==> config.mk <==
export PLATFORM = sky130hd
export DESIGN_NAME = crypt_result_fifo
export DESIGN_NICKNAME = d
export VERILOG_FILES = /design/src/rtl/crypt_pkg.sv /design/src/rtl/crypt_fifo_mem.sv /design/src/rtl/crypt_result_fifo.sv
export SDC_FILE = /design/constraint.sdc
export NUM_CORES = 1
export LEC_CHECK = 0
export ABC_AREA = 1
export CORE_MARGIN = 2
export CORE_UTILIZATION = 50
export DETAILED_ROUTE_END_ITERATION = 8
export GPL_ROUTABILITY_DRIVEN = 0
export PLACE_DENSITY = 0.76
export SYNTH_ARGS = -nofsm -noshare
export SYNTH_HDL_FRONTEND = slang
export SYNTH_HIERARCHICAL = 1
export SYNTH_SLANG_ARGS = --single-unit
==> constraint.sdc <==
create_clock -name CLK -period 2.25 [get_ports CLK]
set_clock_uncertainty 0.2 [all_clocks]
set_input_delay 0.45 -clock CLK [delete_from_list [all_inputs] [get_ports CLK]]
set_output_delay 0.45 -clock CLK [all_outputs]
set_load 0.05 [all_outputs]
==> src/rtl/crypt_pkg.sv <==
// Shared types for the crypto result capture path: default widths,
// capture FSM states and the packed FIFO entry layout.
package crypt_pkg;

    localparam int DATA_W_DEF = 8;
    localparam int OP_W_DEF   = 4;

    typedef enum logic [1:0] {
        ST_IDLE,
        ST_WAIT,
        ST_CAPTURE
    } state_t;

    // Entry as stored in the FIFO: op tag in the upper bits, result below.
    typedef struct packed {
        logic [OP_W_DEF-1:0]   op;
        logic [DATA_W_DEF-1:0] data;
    } entry_t;

endpackage

==> src/rtl/crypt_fifo_mem.sv <==
// First-word-fall-through FIFO with a registered head entry.
// count includes the head entry; rd_valid is simply "count != 0" registered.
module crypt_fifo_mem #(
    parameter int DEPTH = 4,
    parameter int EW    = 12
) (
    input  logic                   CLK,
    input  logic                   Reset,
    input  logic                   push,
    input  logic [EW-1:0]          wdata,
    input  logic                   rd_ready,
    output logic                   rd_valid,
    output logic [EW-1:0]          rd_data,
    output logic [$clog2(DEPTH):0] count,
    output logic                   wr_ok,
    output logic                   drop
);

    localparam int AW = $clog2(DEPTH);
    localparam int CW = AW + 1;

    logic [EW-1:0] mem [DEPTH];
    logic [AW-1:0] wptr, rptr, rptr_nxt;
    logic [CW-1:0] cnt_pop, cnt_nxt;
    logic          pop, full;

    assign pop      = rd_valid & rd_ready;
    assign full     = (count == CW'(DEPTH));
    // A pop in the same cycle frees the slot, so a full push can still land.
    assign wr_ok    = push & (~full | pop);
    assign drop     = push & full & ~pop;
    assign cnt_pop  = pop ? count - CW'(1) : count;
    assign cnt_nxt  = wr_ok ? cnt_pop + CW'(1) : cnt_pop;
    assign rptr_nxt = pop ? rptr + AW'(1) : rptr;

    // Storage write; contents need no reset since count gates visibility.
    always_ff @(posedge CLK) begin
        if (wr_ok) mem[wptr] <= wdata;
    end

    // Pointers, occupancy and the registered head entry.
    always_ff @(posedge CLK) begin
        if (Reset) begin
            wptr     <= '0;
            rptr     <= '0;
            count    <= '0;
            rd_valid <= 1'b0;
            rd_data  <= '0;
        end else begin
            if (wr_ok) wptr <= wptr + AW'(1);
            rptr     <= rptr_nxt;
            count    <= cnt_nxt;
            rd_valid <= (cnt_nxt != '0);
            // When the FIFO drains to empty, the incoming word bypasses
            // storage straight into the head; with nothing arriving the
            // head keeps its last value.
            if (cnt_pop == '0) begin
                if (wr_ok) rd_data <= wdata;
            end else begin
                rd_data <= mem[rptr_nxt];
            end
        end
    end

endmodule

==> src/rtl/crypt_result_fifo.sv <==
// Captures the crypto core result CORE_LAT cycles after each op_load,
// tags it with the op code and queues it for the readout side.
// Optional: define CRYPT_RESULT_CHECKSUM_EN to enable the chk accumulator.
module crypt_result_fifo
    import crypt_pkg::*;
#(
    parameter int DEPTH    = 4,
    parameter int DATA_W   = DATA_W_DEF,
    parameter int OP_W     = OP_W_DEF,
    parameter int CORE_LAT = 2
) (
    input  logic                   CLK,
    input  logic                   Reset,
    input  logic                   op_load,
    input  logic [OP_W-1:0]        op_code,
    input  logic [DATA_W-1:0]      core_out,
    output logic                   rd_valid,
    input  logic                   rd_ready,
    output logic [DATA_W-1:0]      rd_data,
    output logic [OP_W-1:0]        rd_op,
    output logic [$clog2(DEPTH):0] count,
    output logic                   busy,
    output logic                   overflow,
    output logic [DATA_W-1:0]      chk
);

    localparam int LW = $clog2(CORE_LAT + 1);
    localparam int EW = OP_W + DATA_W;

    state_t          state, state_nxt;
    logic [LW-1:0]   lat_cnt, lat_nxt;
    logic [OP_W-1:0] op_lat, op_nxt;
    logic            push, wr_ok, drop;
    logic [EW-1:0]   head;

    // Capture state, latency counter and latched op.
    always_ff @(posedge CLK) begin
        if (Reset) begin
            state   <= ST_IDLE;
            lat_cnt <= '0;
            op_lat  <= '0;
        end else begin
            state   <= state_nxt;
            lat_cnt <= lat_nxt;
            op_lat  <= op_nxt;
        end
    end

    // Next state: WAIT counts down so that CAPTURE lands exactly CORE_LAT
    // cycles after op_load, the cycle core_out is valid. Any op_load
    // (re)starts tracking, abandoning a pending op but never a CAPTURE push.
    always_comb begin
        state_nxt = state;
        lat_nxt   = lat_cnt;
        op_nxt    = op_lat;
        push      = 1'b0;
        case (state)
            ST_IDLE: ;
            ST_WAIT: begin
                lat_nxt = lat_cnt - LW'(1);
                if (lat_nxt == '0) state_nxt = ST_CAPTURE;
            end
            ST_CAPTURE: begin
                push      = 1'b1;
                state_nxt = ST_IDLE;
            end
            default: state_nxt = ST_IDLE;
        endcase
        if (op_load) begin
            op_nxt    = op_code;
            lat_nxt   = LW'(CORE_LAT - 1);
            state_nxt = (CORE_LAT == 1) ? ST_CAPTURE : ST_WAIT;
        end
    end

    assign busy = (state == ST_WAIT);

    crypt_fifo_mem #(.DEPTH(DEPTH), .EW(EW)) u_mem (
        .CLK      (CLK),
        .Reset    (Reset),
        .push     (push),
        .wdata    ({op_lat, core_out}),
        .rd_ready (rd_ready),
        .rd_valid (rd_valid),
        .rd_data  (head),
        .count    (count),
        .wr_ok    (wr_ok),
        .drop     (drop)
    );

    assign rd_op   = head[EW-1:DATA_W];
    assign rd_data = head[DATA_W-1:0];

    // Sticky flag for any capture lost to a full FIFO.
    always_ff @(posedge CLK) begin
        if (Reset)     overflow <= 1'b0;
        else if (drop) overflow <= 1'b1;
    end

`ifdef CRYPT_RESULT_CHECKSUM_EN
    logic [DATA_W-1:0] chk_q;

    // Rotate-left then XOR in each result actually stored.
    always_ff @(posedge CLK) begin
        if (Reset)      chk_q <= '0;
        else if (wr_ok) chk_q <= {chk_q[DATA_W-2:0], chk_q[DATA_W-1]} ^ core_out;
    end

    assign chk = chk_q;
`else
    wire unused_wr_ok = wr_ok;

    assign chk = '0;
`endif

endmodule

==> flow_metrics.py <==
metrics = {
    "outcome": {
        "status": "completed",
    },
    "finish": {
        "drive_above_1_share_pct": 21.03,
        "area_growth_pct": 23.83,
        "nets": 429,
        "num_antenna_cells": 0,
        "stdcell_count": 505,
        "final_common_cell": "nand2_1",
        "multi_input_area_um2": 1211,
        "register_area_um2": 2024,
        "layout.cells.most_common_list": "nand2_1 (73), nand3_1 (64), edfxtp_1 (48)",
        "fillCellCount": 529,
    },
    "pwr": {
        "power.density_nw_per_um2": 1156,
        "clockPowerShare_pct": 22.2,
        "peakVddDrop_mv": 0.4844,
        "seq_power_share_pct": 34.2,
        "combPwrFrac_pct": 43.6,
        "internal-power_mw": 3.096,
        "net-switching-power_mw": 1.909,
        "switching_share_pct": 38.14,
        "power_leakage_nw": 1.722,
    },
    "timing": {
        "setup_viol": 0,
        "max_freq_mhz": 453.1,
        "slew_headroom_pct": 60.86,
        "slew_violations": 0,
        "fin_crit_sh_pct": 98.08,
        "hold_violations": 0,
        "min_period_ns": 2.207,
        "finalWorstSetupSlack_ns": 0.04317,
        "rsz0062_at_grt": "no",
        "worst_slew_pin_slew_ns": 0.5865,
    },
    "synthesis": {
        "avgSynthCellArea_um2": 9.963,
        "synthCells": 351,
        "syn_area_um2": 3497,
        "seq_area_frac_synth_pct": 57.82,
        "ys_ff_latch": 77,
        "yosys_warnings": 6,
        "ys_types": 28,
    },
    "detailed_routing": {
        "wl_met1_um": 3046,
        "drc_errors": 0,
        "first_pass_iters": 4,
        "met3_length_um": 326,
        "routed_wl_um": 7027,
        "dr.max_layer_used": "met4",
        "vias_per_cell": 4.998,
        "ant_nets": 0,
        "route.vias.total": 2524,
        "drtIter0Drc": 198,
        "wl_per_cell_um": 13.91,
        "wl_met2_um": 3528,
    },
    "clock_network": {
        "hold_buffers": 0,
        "clkTransAtPathRegs_ns": 0.08,
        "cts_tree": "yes",
        "cts_root_buffer": "clkbuf_8",
        "postCtsSetupRepairBufs": 0,
        "htree_levels": 3,
        "clock_latency_ns": 0.35,
        "clk_path_buf_depth": 2,
        "cts_buffers": 9,
        "post_cts_resized": 0,
        "numClockSinks": 77,
    },
    "floorplan": {
        "die_h_um": 87.63,
        "dieWidth_um": 87.63,
        "rows": 30,
        "io_pins": 42,
        "design.core.area_um2": 6794,
        "start_util_pct": 51.47,
        "die_area_um2": 7679,
    },
    "placed_design": {
        "dp_hpwl_um": 4782,
        "dp.cells": 489,
        "dp_slack_ns": -0.1042,
        "portBuffers": 33,
    },
    "setup_path": {
        "path_buf_inv": 1,
        "crit_chain": "clkdlybuf4s50_1",
        "critPathMaxFanout": 2,
        "crit_family": "buffers and inverters",
        "worstPathArrival_ns": 1.56,
        "critPathSlowestCell": "clkdlybuf4s50_1",
        "crit_path_end_kind": "output port",
        "max_stage_delay_ns": 0.83,
        "required_ns": 1.60,
        "critPathKind": "register to output port",
        "critPathLaunchType": "register",
    },
    "grt": {
        "antenna_found_initial": 0,
        "grt_pass1_vias": 2384,
        "grt_max_degree": 26,
        "overflow": 0,
        "grt_pass1_wl_um": 11040,
        "grtUsageTotal_pct": 19.49,
    },
    "job": {
        "drv_cap": 0,
    },
    "hold_path": {
        "hold_class": "register to register",
    },
}
-- flip-flops by register name, indices dropped and copies added, names as in the netlist --
signal	flops
u_mem/count	3
lat_cnt	2
state	2
u_mem/mem	48
u_mem/wptr	2
u_mem/rd_data	12
u_mem/rd_valid	1
u_mem/rptr	2
op_lat	4
overflow	1
-- power by group through the flow --
| stage | clock [mW] | combinational, mW | sequential, mW |
|---|---|---|---|
| 6_report | 1.11 | 2.18 | 1.71 |
| 4_1_cts | 1.13 | 2.19 | 1.72 |
| 3_5_place_dp | 0 | 2.17 | 1.75 |
| 3_3_place_gp | 0 | 2.11 | 1.75 |
| 5_1_grt | 1.19 | 2.36 | 1.73 |
| 2_1_floorplan | 0 | 1.14 | 2.06 |
-- metal layers --
layer	track usage, %	vias to the layer above
met5	0	-
met4	9.510	0
met1	23.93	1182
li1	-	1263
met3	4.807	12
met2	32.23	67
-- worst paths after layout --
path | from | to | slack (ns) | cells past startpoint
setup / recovery | u_mem/rd_data[8] | rd_op[0] | 0.04 | 1
hold / removal | overflow | overflow | 0.28 | 2
setup reg to reg | u_mem/count[0] | u_mem/rd_data[11] | 0.31 | 9
hold reg to reg | overflow | overflow | 0.28 | 2
-- cells by family after synthesis --
kind of cell,synth area share (%)
AOI/OAI and AO/OA,8.122
xor gates and xnor gates,0.2505
adders and majority gates,3.220
buffers and inverters,8.587
DFF,57.82
other,0.1072
and+or+nand+nor,21.90
-- area by class of cell --
cell class	count	share of cell area [%]
Multi-Input combinational cell	219	27.97
Clock inverter	7	2.080
Tap cell	96	2.774
Timing Repair Buffer	58	14.16
Sequential cell	77	46.75
Clock buffer	9	2.860
Inverter	39	3.409
-- synth_stat cells --
library cell / number / area (um2)
buf_2: 5 / 25.02
nand3_4: 1 / 17.52
xor2_1: 1 / 8.760
edfxtp_1: 48 / 1441
nand2_4: 3 / 33.78
clkbuf_1: 5 / 18.77
nor2_1: 11 / 41.29
nand2_2: 5 / 31.28
a21oi_2: 12 / 105.1
ha_1: 9 / 112.6
a21oi_1: 9 / 45.04
or2_4: 1 / 8.760
buf_6: 3 / 33.78
nand3_1: 64 / 320.3
inv_1: 36 / 135.1
nor2_4: 1 / 11.26
buf_4: 10 / 75.07
nand4_1: 2 / 12.51
nor3_2: 1 / 10.01
o21ai_0: 6 / 30.03
dfxtp_1: 29 / 580.6
inv_2: 2 / 7.510
nand2_1: 73 / 274.0
conb_1: 1 / 3.750
clkinv_2: 1 / 5.000
o21ai_2: 10 / 87.58
o21ai_4: 1 / 16.27
nor3_1: 1 / 5.000
-- metrics by stage --
step / power (mW) / hold WS (ns) / setup TNS (ns) / instance area [um2] / util (%)
2_1_floorplan: 3.201 / 0.2525 / 0 / 3536 / -
3_3_place_gp: 3.859 / 0.2588 / -0.5533 / 4116 / 60.59
3_5_place_dp: 3.920 / 0.2633 / -1.209 / 4116 / 60.59
6_report: 5.005 / 0.2800 / 0 / 4330 / 63.74
5_1_grt: 5.278 / 0.3016 / 0 / 4330 / 63.74
4_1_cts: 5.036 / 0.2823 / 0 / 4330 / 63.74
Note: power is estimated with default switching activity, not from simulation.
==> RTL change 1 (config.mk and constraints unchanged) <==
Re-encode `state_t` (3 states) as one-hot, 3 bits wide.
--- a/src/rtl/crypt_pkg.sv
+++ b/src/rtl/crypt_pkg.sv
@@ -5,10 +5,10 @@
     localparam int DATA_W_DEF = 8;
     localparam int OP_W_DEF   = 4;
 
-    typedef enum logic [1:0] {
-        ST_IDLE,
-        ST_WAIT,
-        ST_CAPTURE
+    typedef enum logic [2:0] {
+        ST_IDLE    = 3'b001,
+        ST_WAIT    = 3'b010,
+        ST_CAPTURE = 3'b100
     } state_t;
 
     // Entry as stored in the FIFO: op tag in the upper bits, result below.
Check against the original RTL: no difference found for any inputs over 10 cycles, from zero or initial values and one cycle with Reset high; not proved beyond that.
==> RTL change 1 against the unedited design <==
First-iteration DRC count decreased by 41%. Final cell count up 0.79%. Non-clock buffer count did not move. Worst setup slack improved by 0.021 ns. Area after synthesis grew 0.75%. Sequential cell count grew 1. Wire length is 3.8% lower. Cell area increased by 1.2%. Total power down 3.5%. Via count shrank 1.4%. Critical path depth unchanged. Critical endpoint is now rd_op[1]. Largest cell class unchanged.
==> RTL change 1: results (changes against the unedited design) <==
| Metric | Value |
|---|---|
| Status | `completed` |
| Initial DRC count | `116 (-41%)` |
| Seq/Total Area, Yosys | `58.0% (+0.14 points)` |
| Synth Area in Compound Gates | `8.03% (-0.096 points)` |
| Final wirelength | `6.76 mm (-3.8%)` |
| Dpl ws | `-0.0792 ns (+0.0250 ns)` |
| Area occupied by multi-input gates | `1220 µm² (+0.83%)` |
| Vias in the first global route | `2,402 (+0.76%)` |
| Slew headroom | `66.5% (+5.6 points)` |
| Worst vdd ir | `0.000501 V (+3.5%)` |
| Post-synthesis xor/xnor area fraction | `0.249% (-0.0019 points)` |
| Vias | `2,489 (-1.4%)` |
| Distinct cell type count of the synthesized netlist | `28 (unchanged)` |
| Placed cell areas | `4190 µm² (+1.8%)` |
| Clk slew on worst S/H paths | `approximately 0.07 ns` |
| NumNets Final | `433 (+0.93%)` |
| Hpwl dp | `4.56 mm (-4.7%)` |
| Adder and majority gate portion of the synthesized area | `3.20% (-0.024 points)` |
| Total track usage | `19.4% (-0.13 points)` |
| Static Leakage | `1.74 nW (+1.1%)` |
| Sw Share | `37.9% (-0.29 points)` |
| Registers with the most flip-flops | `u_mem/mem (48), u_mem/rd_data (12), op_lat (4)` |
| EDFF count, synth | `48 (unchanged)` |
| Placed insts | `493 (+0.82%)` |
| Synth top area cells | `edfxtp_1 41%, dfxtp_1 17%, nand3_1 8.9%` |
| Mapped Avg Cell Area | `9.95 µm² (-0.10%)` |
| First-pass GRT wire length | `11.0 mm (-0.13%)` |
==> RTL change 1: cell count changes in the layout (fill, tap and decap cells not counted), moves of 2 or more <==
cell	delta
buf_4	-3
buf_12	+3
o21ai_0	+4
nor2_1	+8
a21oi_1	-4
clkbuf_1	+2
nand2_1	-8
==> RTL change 1: routing by layer <==
metal  track usage [%]  up-vias  routed length (µm)
met1              24.0     1129                2850
met3              5.28        6                 442
met5                 0        -                   0
li1                  -     1275                   -
met2              32.5       79                3390
met4              7.27        0                  76
==> RTL change 1: cell type report <==
type                       count  share of cell area, %
multi-input combinational    220                   27.9
clock buffer                  12                   3.31
sequential                    78                   46.6
inverter                      41                   3.54
tap                           96                   2.74
clock inverter                 4                   1.08
timing repair buffer          58                   14.8
==> RTL change 1: final timing paths <==
| path | start | end | cells after the start | slack, ns |
|---|---|---|---|---|
| setup / recovery | u_mem/rd_data[9]$_SDFFE_PP0P_ | rd_op[1] | 1 | 0.06 |
| hold / removal | overflow$_SDFFE_PP0P_ | overflow$_SDFFE_PP0P_ | 2 | 0.28 |
| setup reg to reg | u_mem/count[0]$_SDFF_PP0_ | u_mem/rd_data[11]$_SDFFE_PP0P_ | 9 | 0.22 |
| hold reg to reg | overflow$_SDFFE_PP0P_ | overflow$_SDFFE_PP0P_ | 2 | 0.28 |
==> RTL change 1: power by group through the flow <==
stage / sequential (mW) / clock [mW] / combinational [mW]
final: 1.73 / 1.02 / 2.08
after global routing: 1.74 / 1.10 / 2.28
after CTS: 1.73 / 1.04 / 2.09
after detailed placement: 1.76 / 0 / 2.08
after global placement: 1.76 / 0 / 2.05
after floorplan: 2.07 / 0 / 1.11
==> RTL change 2 (same settings) <==
Without the edit above. Build with the macro `CRYPT_RESULT_CHECKSUM_EN` defined.
--- a/src/rtl/crypt_result_fifo.sv
+++ b/src/rtl/crypt_result_fifo.sv
@@ -1,6 +1,8 @@
 // Captures the crypto core result CORE_LAT cycles after each op_load,
 // tags it with the op code and queues it for the readout side.
 // Optional: define CRYPT_RESULT_CHECKSUM_EN to enable the chk accumulator.
+`define CRYPT_RESULT_CHECKSUM_EN
+
 module crypt_result_fifo
     import crypt_pkg::*;
 #(
Behaviour: not the same (Yosys sat finds a counterexample within 4 cycles, from zero or initial values and one cycle with Reset high).
==> RTL change 2 against the unedited design <==
Area after synthesis rose by 9.8%. Hold slack better by 0.0042 ns. Worst setup slack improved by 0.019 ns. Global-route usage fell by 0.42 points. Maximum frequency rose by 0.88%. Sequential cell count rose by 8. Die area rose by 9.3%. Non-clock buffer count grew 6. Synthesized cell count is 14% higher. Wire length up 6.0%. Total power shrank 3.4%. Cell area is 7.9% higher.
==> RTL change 2: results (changes against the unedited design) <==
| Metric | Value |
|---|---|
| Synth Area in Compound Gates | `7.20% (-0.92 points)` |
| Clk slew on worst S/H paths | `0.08 ns (about the same)` |
| Vias | `2,802 (+11%)` |
| H-tree Lvls | `3 (unchanged)` |
| Post-synth top cells | `82 x nand2_1, 64 x nand3_1, 48 x edfxtp_1` |
| CP Max Fanout | `3 (+1)` |
| Yosys top cell area share | `37.5% (-3.7 points)` |
| Mapped Avg Cell Area | `9.58 µm² (-3.9%)` |
| Finished Layout Cells | `563 (+11%)` |
| NumNets Final | `484 (+13%)` |
| Postcts setup bufs | `0 (unchanged)` |
| Number of I/O port buffers | `41 (+24%)` |
| Status | `completed` |
| Drc violations | `0 (unchanged)` |
| CP max stage cell | `clkdlybuf4s50_1` |
| Largest reg by FF count | `u_mem/mem` |
| Final wirelength | `7.45 mm (+6.0%)` |
| Least-Margin Pin Slew | `0.570 ns (-0.0170 ns)` |
| First-pass GRT wire length | `12.5 mm (+13%)` |
| Initial antenna violation count | `0 (unchanged)` |
| Total track usage | `19.1% (-0.42 points)` |
| Worst Path Arrival | `1.54 ns (-0.02 ns)` |
| FILL cells | `598 (+13%)` |
| Hpwl dp | `5.49 mm (+15%)` |
| Placed insts | `547 (+12%)` |
| Met2 Wirelength | `3.58 mm (+1.6%)` |
| TritonCTS Buffers | `9 (unchanged)` |
| Max Slew Vio Count | `0 (unchanged)` |
| Share of layout cells above drive strength 1 | `17.9% (-3.1 points)` |
| Clk Latency, worst-skew pair | `0.34 ns` |
| Worst Hold Class | `reg2reg` |
| Adder and majority gate portion of the synthesized area | `2.93% (-0.29 points)` |
| Synth top area cells | `edfxtp_1 38%, dfxtp_1 19%, nand3_1 8.3%` |
| Worst R2R Path Depth | `8 (-1)` |
| NetSw | `1.82 mW (-4.4%)` |
| Vias in the first global route | `2,686 (+13%)` |
| Post-synthesis xor/xnor area fraction | `2.05% (+1.8 points)` |
| Met3 wire length | `398 µm (+22%)` |
| M1 WL | `3.35 mm (+10%)` |
| Top sig layer | `met4` |
| Worst vdd ir | `0.000357 V (-26%)` |
| Largest net degree at the start of global routing | `25 (-3.8%)` |
| Post-cts sizing count | `0 (unchanged)` |
| Hold depth | `2 (unchanged)` |
| EDFF count, synth | `48 (unchanged)` |
| Syn nets | `about 430` |
| Drt pass-1 iters | `5 (+1)` |
| Static Leakage | `1.93 nW (+12%)` |
| Critical path's largest stage delay | `roughly 0.82 ns` |
| Initial DRC count | `241 (+22%)` |
| Seq/Total Area, Yosys | `56.8% (-0.99 points)` |
==> RTL change 2: final cells by class <==
class / instances / area share [%]
Inverter: 48 / 3.88
Clock inverter: 4 / 1.04
Clock buffer: 12 / 2.89
Timing Repair Buffer: 64 / 13.5
Multi-Input combinational cell: 251 / 29.3
Sequential cell: 85 / 46.8
Tap cell: 99 / 2.65
==> RTL change 2: final timing paths <==
kind                                     end  slack (ns)                       from
hold reg to reg        overflow$_SDFFE_PP0P_        0.28      overflow$_SDFFE_PP0P_
hold / removal         overflow$_SDFFE_PP0P_        0.28      overflow$_SDFFE_PP0P_
setup reg to reg  u_mem/mem[0][10]$_DFFE_PP_        0.31  u_mem/count[0]$_SDFF_PP0_
setup / recovery                      chk[2]        0.06        chk[2]$_SDFFE_PP0P_
==> RTL change 2: logic make-up after synthesis <==
logic type / after synthesis
XOR/XNOR: 9
adder cells (fa/ha/maj): 9
AND/OR/NAND/NOR: 195
buffers and inverters: 65
AO/OA/AOI/OAI: 38
flip-flops: 85
==> RTL change 2: worst reg2reg max path: cells and delay by family, from the launching register on <==
family | cells | cell delay (ns)
simple gates | 3 | 0.32
flops | 1 | 0.36
buf+inv | 3 | 0.38
fa+ha+maj | 2 | 0.40
==> RTL change 2: through the flow <==
| stage | cell area (µm²) | setup slack, ns | utilization (%) |
|---|---|---|---|
| detailed placement | 4480 | -0.113 | 61.1 |
| finish | 4670 | 0.0625 | 63.7 |
| global route | 4670 | 0.00158 | 63.7 |
| floorplan | 3850 | 0.0166 | - |
| CTS | 4660 | 0.00116 | 63.6 |
| global placement | 4480 | -0.0799 | 61.1 |
==> RTL change 2: metal layers <==
layer  up-vias  track usage, %
li1       1425               -
met1      1285            26.0
met2        81            29.5
met3        11            3.86
met4         0            8.46
met5         -               0
==> RTL change 2: power groups by stage <==
| stage | sequential, mW | combinational [mW] | clock (mW) |
|---|---|---|---|
| 3_3_place_gp | 1.88 | 1.93 | 0 |
| 3_5_place_dp | 1.89 | 1.96 | 0 |
| 5_1_grt | 1.88 | 2.15 | 1.11 |
| 2_1_floorplan | 2.22 | 1.11 | 0 |
| 6_report | 1.85 | 1.96 | 1.02 |
| 4_1_cts | 1.86 | 1.97 | 1.05 |
